--- config.mk ---
export PLATFORM = sky130hd
export DESIGN_NAME = mem_arbiter
export DESIGN_NICKNAME = d
export VERILOG_FILES = /design/src/rtl/mem_arbiter.sv
export SDC_FILE = /design/constraint.sdc
export NUM_CORES = 1
export LEC_CHECK = 0
export ABC_CLOCK_PERIOD_IN_PS = 8800
export CORE_MARGIN = 2
export CORE_UTILIZATION = 28
export CTS_BUF_LIST = sky130_fd_sc_hd__clkbuf_8
export CTS_CLUSTER_DIAMETER = 60
export DETAILED_ROUTE_END_ITERATION = 10
export PLACE_DENSITY = 0.66
export SLEW_MARGIN = 20
export SYNTH_ARGS = -nofsm -noshare
export SYNTH_HDL_FRONTEND = slang
export SYNTH_SLANG_ARGS = --single-unit
--- constraint.sdc ---
create_clock -name clk -period 8.8 [get_ports clk]
set_clock_uncertainty 0.15 [all_clocks]
set_input_delay 0.88 -clock clk [delete_from_list [all_inputs] [get_ports clk]]
set_output_delay 0.88 -clock clk [all_outputs]
set_load 0.005 [all_outputs]
--- src/rtl/mem_arbiter.sv ---
`timescale 1ns/1ps
// -----------------------------------------------------------------------------
// mem_arbiter
//
// Shares one unified memory port between an instruction-fetch master and a
// data (load/store) master. Only one access is in flight at a time. Data
// normally wins arbitration. A starvation counter lets a waiting fetch through
// after STARVE_LIMIT back-to-back data grants.
//
// Handshakes:
//   Each master holds *_req (and its address/data) until its one-cycle
//   *_valid pulse. The memory side holds mem_req and all mem_* fields stable
//   until mem_ready is sampled high. A read's data is returned on the single
//   mem_rvalid cycle that follows acceptance. mem_rvalid is only honoured while
//   the arbiter waits for that read.
//
// Ports:
//   clk, reset            core clock; asynchronous active-high reset
//   i_req/i_addr/i_flush  fetch request, address and fetch cancel
//   i_rdata/i_valid       fetched word and its one-cycle valid pulse
//   d_req/d_we/d_addr/d_wdata/d_be
//                         data request: store when d_we=1, load otherwise
//   d_rdata/d_valid       load data / store-complete pulse
//   mem_req/mem_we/mem_addr/mem_wdata/mem_be
//                         unified memory request (mem_be is 4'hF on reads)
//   mem_ready             memory accepts the request this cycle
//   mem_rvalid/mem_rdata  read data return
//   dbgState              current FSM state (IDLE=0, ISSUE=1, RESP=2)
//   dbgOwner              owner of the current access (0=INSTR, 1=DATA)
// -----------------------------------------------------------------------------
module mem_arbiter #(
    parameter int STARVE_LIMIT = 3
) (
    input  logic        clk,
    input  logic        reset,
    input  logic        i_req,
    input  logic [31:0] i_addr,
    input  logic        i_flush,
    output logic [31:0] i_rdata,
    output logic        i_valid,
    input  logic        d_req,
    input  logic        d_we,
    input  logic [31:0] d_addr,
    input  logic [31:0] d_wdata,
    input  logic [3:0]  d_be,
    output logic [31:0] d_rdata,
    output logic        d_valid,
    output logic        mem_req,
    output logic        mem_we,
    output logic [31:0] mem_addr,
    output logic [31:0] mem_wdata,
    output logic [3:0]  mem_be,
    input  logic        mem_ready,
    input  logic        mem_rvalid,
    input  logic [31:0] mem_rdata,
    output logic [1:0]  dbgState,
    output logic        dbgOwner
);

    localparam int CNT_W = (STARVE_LIMIT < 1) ? 1 : $clog2(STARVE_LIMIT + 1);
    localparam logic [CNT_W-1:0] LIMIT = CNT_W'(STARVE_LIMIT);

    typedef enum logic [1:0] {
        IDLE  = 2'd0,
        ISSUE = 2'd1,
        RESP  = 2'd2
    } stateT;

    typedef enum logic {
        OWN_INSTR = 1'b0,
        OWN_DATA  = 1'b1
    } ownerT;

    stateT            state;
    stateT            stateNext;
    ownerT            owner;
    logic [CNT_W-1:0] starveCnt;
    logic             flushed;

    logic iEligible;
    logic dEligible;
    logic respPulse;
    logic instrWins;
    logic instrOwned;
    logic grantInstr;
    logic grantData;
    logic flushAbort;
    logic storeDone;
    logic readDone;

    // A port whose valid is high this cycle has not yet had the chance to
    // drop or replace its request, so its req is ignored. A flush also blocks
    // a fetch grant in the same cycle.
    assign iEligible  = i_req & ~i_valid & ~i_flush;
    assign dEligible  = d_req & ~d_valid;

    // No grant at all is made in a response cycle. Otherwise the other port
    // would slip in every time a data access completes and the starvation
    // counter could never build up against a continuous data stream.
    assign respPulse  = i_valid | d_valid;

    assign instrWins  = iEligible && (starveCnt == LIMIT);
    assign instrOwned = (owner == OWN_INSTR);

    // Fetch cancelled before the memory took it: abandon without a response.
    assign flushAbort = (state == ISSUE) && instrOwned && i_flush && !mem_ready;

    // Only the data port ever writes, so a store completion is always DATA.
    assign storeDone  = (state == ISSUE) && mem_ready && mem_we;
    assign readDone   = (state == RESP) && mem_rvalid;

    assign mem_req    = (state == ISSUE);
    assign dbgState   = state;
    assign dbgOwner   = owner;

    // State register
    always_ff @(posedge clk or posedge reset) begin
        if (reset) begin
            state <= IDLE;
        end else begin
            state <= stateNext;
        end
    end

    // Next-state and grant decision
    always_comb begin
        stateNext  = state;
        grantInstr = 1'b0;
        grantData  = 1'b0;
        case (state)
            IDLE: begin
                if (!respPulse) begin
                    if (instrWins) begin
                        grantInstr = 1'b1;
                    end else if (dEligible) begin
                        grantData = 1'b1;
                    end else if (iEligible) begin
                        grantInstr = 1'b1;
                    end
                end
                if (grantInstr || grantData) begin
                    stateNext = ISSUE;
                end
            end
            ISSUE: begin
                if (flushAbort) begin
                    stateNext = IDLE;
                end else if (mem_ready) begin
                    stateNext = mem_we ? IDLE : RESP;
                end
            end
            RESP: begin
                if (mem_rvalid) begin
                    stateNext = IDLE;
                end
            end
            default: begin
                stateNext = IDLE;
            end
        endcase
    end

    // Request registers, starvation counter and response outputs
    always_ff @(posedge clk or posedge reset) begin
        if (reset) begin
            owner     <= OWN_INSTR;
            starveCnt <= '0;
            flushed   <= 1'b0;
            mem_we    <= 1'b0;
            mem_addr  <= '0;
            mem_wdata <= '0;
            mem_be    <= '0;
            i_rdata   <= '0;
            i_valid   <= 1'b0;
            d_rdata   <= '0;
            d_valid   <= 1'b0;
        end else begin
            i_valid <= 1'b0;
            d_valid <= 1'b0;

            if (grantData) begin
                owner     <= OWN_DATA;
                mem_we    <= d_we;
                mem_addr  <= d_addr;
                mem_wdata <= d_wdata;
                mem_be    <= d_we ? d_be : 4'hF;
            end else if (grantInstr) begin
                owner     <= OWN_INSTR;
                mem_we    <= 1'b0;
                mem_addr  <= i_addr;
                mem_wdata <= '0;
                mem_be    <= 4'hF;
            end

            if (grantData || grantInstr) begin
                flushed <= 1'b0;
                // Counts data grants that made a raw i_req wait.
                if (grantInstr || !i_req) begin
                    starveCnt <= '0;
                end else if (starveCnt != LIMIT) begin
                    starveCnt <= starveCnt + 1'b1;
                end
            end else if (instrOwned && i_flush &&
                         (((state == ISSUE) && mem_ready) || (state == RESP))) begin
                // Too late to cancel on the bus: let the read finish, drop the result.
                flushed <= 1'b1;
            end

            if (storeDone) begin
                d_valid <= 1'b1;
            end

            if (readDone) begin
                if (!instrOwned) begin
                    d_rdata <= mem_rdata;
                    d_valid <= 1'b1;
                end else if (!flushed && !i_flush) begin
                    i_rdata <= mem_rdata;
                    i_valid <= 1'b1;
                end
            end
        end
    end

endmodule

==> flow_summary_export.csv <==
group,metric,value,unit
final_layout,drive_gt1_share,21.84,%
floorplanning,design.core.area,0.02036,sq mm
timing,layout_min_cycle_time,2832,ps
synth,synth_edf_count,0,
global_routing,grt_pass1_wl,27900,um
timing,slew_headroom,34.41,%
critical_path,crit_fanout,8,
synth,syn_inst,413,
global_routing,grt_overflow,0,
synth,postSynthAreaPerCell,14.16,sq um
placed_design,port_buffers,278,
synth,synth_nets,554,
final_layout,layout_commonest_cell,"clkdlybuf4s50_1",
floorplanning,die_area,0.02206,sq mm
worst_hold_path,hp-class,"reg -> reg",
synth,synth-async-reset-ratio,100.0,%
drt,drc,0,
drt,drt_iter0_markers,174,
drt,first_pass_iters,5,
clock_tree,cts_hold_buffers,0,
clock_tree,clk-insertion-delay-late,440,ps
timing,slew_violations,0,
timing,fmax,353.1,MHz
final_layout,area_growth,56.41,%
final_layout,instances_no_fill,967,
drt,viasPerCell,4.793,
global_routing,antenna_found_initial,2,
clock_tree,cts_made_buffers,17,
placed_design,gp_congestion,0.7503,
pwr,p_leak,0.003799,uW
drt,antenna_left,0,
clock_tree,path_clk_slew,80,ps
floorplanning,die_w,148.5,um
final_layout,final_cell_mix,"clkdlybuf4s50_1 (278), dfrtp_1 (141), mux2_2 (64), o22ai_1 (45), a22o_1 (32)",
clock_tree,cts-root-buf,"clkbuf_8",
final_layout,final_nets,825,
flow_run,cap_violations,0,
placed_design,dp.cells,935,
critical_path,cp-end-kind,"output pin",
critical_path,crit_type,"reg -> out",
clock_tree,post_cts_buffers,0,
timing,finalHoldViolations,0,
global_routing,grt_pass1_vias,5124,
synth,synth_top_cell_by_area,"dfrtp_1",
critical_path,worst_ep_arrival_time,1800,ps
synth,synth_cell_type_count,35,
floorplanning,fp.dieH,148.5,um
timing,setup_viol,0,
drt,wl_per_cell,18.82,um
clock_tree,cts_sinks,141,
timing,worstMarginPinSlew,983.9,ps
floorplanning,pin_count,279,
drt,drt_wl_total,18200,um
timing,fin_crit_sh,32.18,%
timing,setup_tns,0,ps
status,status,"finished, final reports clean",
clock_tree,cts_tree,"built",
global_routing,grt_max_degree,75,
timing,grt_setup_unrepaired,"no",
clock_tree,clockBufferDepth,2,
floorplanning,start_util,28.72,%
clock_tree,h-tree-depth,4,
synth,synth_top_area_share,60.32,%
clock_tree,cts_resized,0,
global_routing,grt.total_usage,16.23,%
pwr,vdd_drop_max,184.9,uV
final_layout,fillers,1833,
critical_path,worst_setup_path_start_kind,"flip-flop",
floorplanning,rows,52,
synth,ys.flop_type,"dfrtp_1",
placed_design,hpwl,12840,um
pwr,power_density,321.9,mW/mm^2
synth,yosysSeqAreaShare,60.32,%
synth,ys_seq_elements,141,
final_layout,final-seq-area,0.003528,sq mm
critical_path,worstPathRequired,7770,ps
final_layout,multi_input_area,0.002087,sq mm
drt,vias,4635,
synth,yosysWarnings,0,
synth,synth_area_leaders,"dfrtp_1 (60%), mux2_2 (12%), o22ai_1 (4.8%)",
synth,synth.cell_area,0.005849,sq mm
-- cells in the mapped netlist, drive strengths merged (2+ instances only) --
cell type / instances
o22a: 4
buf: 29
inv: 5
clkbuf: 3
nor2: 2
a21oi: 34
o21ai: 3
o22ai: 65
o31ai: 2
nor2b: 2
nand2: 8
a22o: 32
dfrtp: 141
mux2: 64
nand2b: 5
nand4b: 2
-- through the flow --
stage          utilization [%]  total power [uW]  hold WS (ps)  cell area [sq um]  setup slack (ps)
3_3_place_gp             43.22              2449         327.0               8801              5429
5_1_grt                  44.91              3137         371.0               9146              5741
6_report                 44.93              2945         357.0               9149              5968
4_1_cts                  44.91              2987         361.3               9145              5442
3_5_place_dp             43.23              2499         339.9               8803              5295
2_1_floorplan                -              1755         319.8               5849              3989
-- power breakdown --
group	total [uW]	switching [uW]	internal [uW]
Sequential	1110	178	930
Clock	473	256	217
Combinational	1360	531	834
Total	2940	965	1980
-- cell type report --
class | instances | share of cell area, %
Antenna cell | 1 | 0.02735
Clock buffer | 17 | 2.557
Clock inverter | 14 | 1.176
Inverter | 5 | 0.2598
Multi-Input combinational cell | 235 | 22.81
Sequential cell | 141 | 38.57
Tap cell | 270 | 3.693
Timing Repair Buffer | 284 | 30.91
-- critical path, stage by stage, from the launching register on --
cell,delay [ps]
dfrtp_1,490
nand2b_1,230
inv_1,70
clkdlybuf4s50_1,570
-- logic make-up after synthesis --
kind of cell / share of synthesized area (%)
simple gates: 2.760
compound gates: 20.32
flops: 60.32
buf+inv: 4.064
mux: 12.32
fa+ha+maj: 0.2139
-- registers in the layout, summed over array words and instances, names as in the netlist --
name and cells:
dbgOwner 1, mem_be 4, d_rdata 32, d_valid 1, starveCnt 2, i_rdata 32
mem_we 1, flushed 1, mem_wdata 32, i_valid 1, dbgState 2, mem_addr 32
-- per-layer routing --
layer  vias up  track usage, %  wire length [um]
li1       2105               -                 -
met1      2289           18.30              6945
met2       208           27.45              9034
met3        33           7.178              1783
met4         0           5.571               437
met5         -               0                 0
-- path summary, 6_finish.rpt --
check	startpoint	to	slack, ps	cells after the start
max	dbgState[1]	mem_req	5970	3
min	i_rdata[30]	i_rdata[30]	360	1
max reg2reg	dbgState[0]	mem_be[2]	5980	5
min reg2reg	i_rdata[30]	i_rdata[30]	360	1
max in group asynchronous	reset	d_rdata[23]	6290	3
min in group asynchronous	reset	d_rdata[28]	740	2
(Power assumes the default switching activity.)
==> RTL edit 1, RTL diff (same settings) <==
Set the parameter `STARVE_LIMIT` to 5 (it was 3).
--- a/src/rtl/mem_arbiter.sv
+++ b/src/rtl/mem_arbiter.sv
@@ -30,5 +30,5 @@
 // -----------------------------------------------------------------------------
 module mem_arbiter #(
-    parameter int STARVE_LIMIT = 3
+    parameter int STARVE_LIMIT = 5
 ) (
     input  logic        clk,
Function: no difference found for any inputs over 4 cycles, from zero or initial values and one cycle with reset high; that may be too few to reach the edited logic, so the function may still have changed.
==> RTL edit 1 against the unedited design <==
  * Cell count grew 3.8%
  * Worst setup slack gained 0.032 ns
  * Critical path type unchanged
  * Count of clock-buffer cells in the layout grew 1
  * Power shrank 0.32%
  * Sequential cell count grew 1
  * Cell area grew 1.4%
  * Sequential share of layout area shrank 0.27 points
  * Core utilization shrank 0.37 points
  * Routed wire length shrank 9.0%
  * Synthesized area grew 0.64%
==> RTL edit 1: results (changes against the unedited design) <==
post-cts gate resize count=0 (unchanged); top post-synthesis cells by count=dfrtp_1, inv_1, mux2_1, a222oi_1, a22o_1 (was dfrtp_1, mux2_2, o22ai_1, a22o_1, a21oi_2); DR vias/cell=4.42 (was 4.79); Placed Cells=972 (was 935); Synth Area in Compound Gates=12.7% (was 20.3%); gpl congestion=0.728 (was 0.750); DP Area=0.00891 mm2 (was 0.00880 mm2); synth unique cells=37 (was 35); pin count of the biggest net entering global routing=73 (was 75); top fanout value on the critical path=7 (was 8); Avg Cell Area, Syn=13.4 um2 (was 14.2 um2); GRT Total Usage=14.5% (was 16.2%); xor/xnor cell area share of the yosys netlist=0% (unchanged); Layout Cells excl Fill=1004 (was 967); Antenna Cells=0 (was 1); largest cells by area after synthesis=dfrtp_1, mux2_4, mux2_1 (was dfrtp_1, mux2_2, o22ai_1); Least-Margin Pin Slew=0.920 ns (was 0.984 ns); first-pass GRT wire length=25.1 mm (was 27.9 mm); buffers added on ports=278 (unchanged); Initial DRT Pass Iterations=9 (was 5); fin nets=858 (was 825); WHS Endpoint=i_rdata[19] (was i_rdata[30]); leak pwr=4.35 nW (was 3.80 nW); R2R Setup Slk=6.39 ns (was 5.98 ns); FF-to-FF End=mem_addr[6] (was mem_be[2]); Fillers=1943 (was 1833); number of cells on the worst reg-to-reg path=4 (was 5); syn_nets=581 (was 554); clock latency on the worst-skew pair=0.42 ns (was 0.44 ns); multiplexer area fraction after synthesis=14.3% (was 12.3%); final WL=16.6 mm (was 18.2 mm); Critical Path AT=1.77 ns (was 1.80 ns); Iteration-0 DRC Markers=269 (was 174); vias in the first global route=4388 (was 5124); sequential area share after synthesis=60.4% (was 60.3%); hold_ws=0.345 ns (was 0.357 ns); worst vdd ir=97.2 uV (was 185 uV); status=complete, no violations (unchanged); Worst Hold Launch=i_rdata[19] (was i_rdata[30]); Adder-Cell Fraction of Synth Area=0.425% (was 0.214%); hpwl dp=11.5 mm (was 12.8 mm); dpl ws=5.73 ns (was 5.30 ns); share of cells above drive strength 1=10.3% (was 21.8%); initial antenna violation count=0 (was 2)
[RTL edit 1: report_power, final]
| group | switching [W] | total [W] | internal (W) |
|---|---|---|---|
| clock network | 0.000286 | 0.000498 | 0.000212 |
| registers | 0.000172 | 0.00113 | 0.000956 |
| logic | 0.000455 | 0.00131 | 0.000855 |
| total | 0.000912 | 0.00294 | 0.00202 |
[RTL edit 1: how the worst max path moves through the flow]
stage,start,end,slack (ns),cells after the start
global route,dbgState[1],mem_req,5.90,3
CTS,dbgState[1],mem_req,5.94,3
global placement,i_flush,i_rdata[18],5.38,3
detailed placement,i_flush,mem_addr[28],5.73,5
finish,dbgState[1],mem_req,6.00,3
floorplan,reset,d_rdata[0],3.96,1
[RTL edit 1: per-stage QoR]
step / utilization, % / power [W]
after floorplan: - / 0.00167
final: 44.6 / 0.00294
after global routing: 44.6 / 0.00312
after detailed placement: 42.8 / 0.00246
after global placement: 42.8 / 0.00244
after CTS: 44.6 / 0.00298
[RTL edit 1: kinds of logic after synthesis]
logic type      Yosys count
compound gates           83
mux                      65
simple gates             18
fa+ha+maj                 2
flops                   142
buf+inv                 129
[RTL edit 1: final cells by class]
type	instances	area share, %
clock buffer	18	2.67
clock inverter	14	1.32
inverter	104	4.26
multi-input combinational	168	19.3
sequential	142	38.3
tap	275	3.71
timing repair buffer	283	30.4
[RTL edit 1: per-layer routing]
layer | GRT usage, % | vias to the layer above | routed length [um]
li1 | - | 2082 | -
met1 | 19.5 | 2185 | 7130
met2 | 23.4 | 156 | 8160
met3 | 3.21 | 13 | 994
met4 | 4.43 | 0 | 270
met5 | 0 | - | 0
[RTL edit 1: worst max-delay path, stage by stage (launching register included)]
cell and delay (ns):
dfrtp_1 0.47, nand2b_1 0.25, inv_1 0.09, clkdlybuf4s50_1 0.53
==> RTL edit 2, RTL diff (same flow settings) <==
Without the edit above. Reset style: synchronous (`reset`), changed in 2 clocked blocks. Comments in the files are not updated.
--- a/src/rtl/mem_arbiter.sv
+++ b/src/rtl/mem_arbiter.sv
@@ -115,5 +115,5 @@
 
     // State register
-    always_ff @(posedge clk or posedge reset) begin
+    always_ff @(posedge clk) begin
         if (reset) begin
             state <= IDLE;
@@ -162,5 +162,5 @@
 
     // Request registers, starvation counter and response outputs
-    always_ff @(posedge clk or posedge reset) begin
+    always_ff @(posedge clk) begin
         if (reset) begin
             owner     <= OWN_INSTR;
Check against the original RTL: differs if reset is asserted again (counterexample within 4 cycles, from zero or initial values and one cycle with reset high); with reset held inactive, the same outputs for 4 cycles.
==> RTL edit 2 against the unedited design <==
  * Synthesized cell count increased by 28%
  * Routed wire length decreased by 9.7%
  * Sequential share of layout area decreased by 5.1 points
  * Core utilization increased by 3.5 points
  * First-iteration DRC count increased by 22%
  * Via count increased by 1.1%
  * Synthesized area decreased by 14%
  * Sequential cell count unchanged
  * Cell area decreased by 7.8%
  * Worst setup slack improved by 0.066 ns
Power is not compared: it rests on default switching activity, and its combinational part moved more than twofold at a synthesized area within 25%.
==> RTL edit 2: results (changes against the unedited design) <==
R2R Setup Slk=6.48 ns (was 5.98 ns); Least-Margin Pin Slew=1.02 ns (was 0.984 ns); FF-to-FF End=mem_wdata[19] (was mem_be[2]); gpl congestion=0.751 (was 0.750); vias in the first global route=4380 (was 5124); Worst Hold Launch=i_rdata[6] (was i_rdata[30]); largest cells by area after synthesis=dfxtp_1, nand2_1, a21oi_1 (was dfrtp_1, mux2_2, o22ai_1); hold_ws=0.304 ns (was 0.357 ns); Worst Setup EP=mem_addr[24] (was mem_req); Residual DRC=0 (unchanged); pin count of the biggest net entering global routing=79 (was 75); met2 wire length=7.91 mm (was 9.03 mm); Syn Inst Count=527 (was 413); final WL=16.4 mm (was 18.2 mm); Initial DRT Pass Iterations=4 (was 5); Critical Path AT=2.94 ns (was 1.80 ns); Iteration-0 DRC Markers=212 (was 174); postcts setup bufs=0 (unchanged); M3 GR Usage=6.73% (was 7.18%); worst r2r src=dbgState[0] (unchanged); met2 usage=26.7% (was 27.5%); Inserted Clock Buffers=17 (unchanged); Root Driver=clkbuf_8 (unchanged); WHS Endpoint=i_rdata[6] (was i_rdata[30]); DP Area=0.00799 mm2 (was 0.00880 mm2); sequential area share after synthesis=56.1% (was 60.3%); hpwl dp=11.3 mm (was 12.8 mm); Hold Path Depth=2 (was 1); Worst Setup SP=d_req (was dbgState[1]); ys async rst share=0% (was 100%); number of cells on the worst reg-to-reg path=5 (unchanged); share of cells above drive strength 1=5.95% (was 21.8%); top fanout value on the critical path=32 (was 8); Antenna Cells=0 (was 1); top post-synthesis cells by count=dfxtp_1, nand2_1, a21oi_1, a22o_1 (was dfrtp_1, mux2_2, o22ai_1, a22o_1, a21oi_2); Synth Flop Type=dfxtp_1 (was dfrtp_1); DR vias/cell=4.54 (was 4.79); M1 WL=6.77 mm (was 6.95 mm); Adder-Cell Fraction of Synth Area=0.249% (was 0.214%); dpl ws=5.55 ns (was 5.30 ns); Avg WL per Cell=15.9 um (was 18.8 um); multiplexer area fraction after synthesis=6.60% (was 12.3%); Routed met3 length=1.43 mm (was 1.78 mm); status=complete, no violations (unchanged); syn_nets=668 (was 554); GRT Total Usage=16.4% (was 16.2%); global-route met1 utilization=19.2% (was 18.3%); Placed Cells=1000 (was 935); initial antenna violation count=1 (was 2); fin nets=935 (was 825)
[RTL edit 2: changes by cell type after synthesis, sizes merged, moves of 38 or more]
cell / change
a21oi: +38
nand2: +122
mux2: -63
o22ai: -65
dfrtp: -141
dfxtp: +141
[RTL edit 2: power by group through the flow]
stage	registers (W)	clock network, W	logic (W)
2_1_floorplan	0.000703	0	0.0000687
3_3_place_gp	0.000702	0	0.000216
3_5_place_dp	0.000701	0	0.000216
4_1_cts	0.000687	0.000612	0.000217
5_1_grt	0.000691	0.000636	0.000232
6_report	0.000687	0.000589	0.000214
[RTL edit 2: final cells by class]
type                       count  area, um2
clock inverter                15        211
fill                        1649       8980
multi-input combinational    345       2040
timing repair buffer         286       2840
clock buffer                  17        234
tap                          225        282
inverter                       3       11.3
sequential                   141       2820
[RTL edit 2: critical path, stage by stage]
cell	delay [ns]
clkdlybuf4s50_1	0.53
nor3b_1	0.39
nand2_2	0.66
mux2i_1	0.37
o2bb2ai_1	0.08
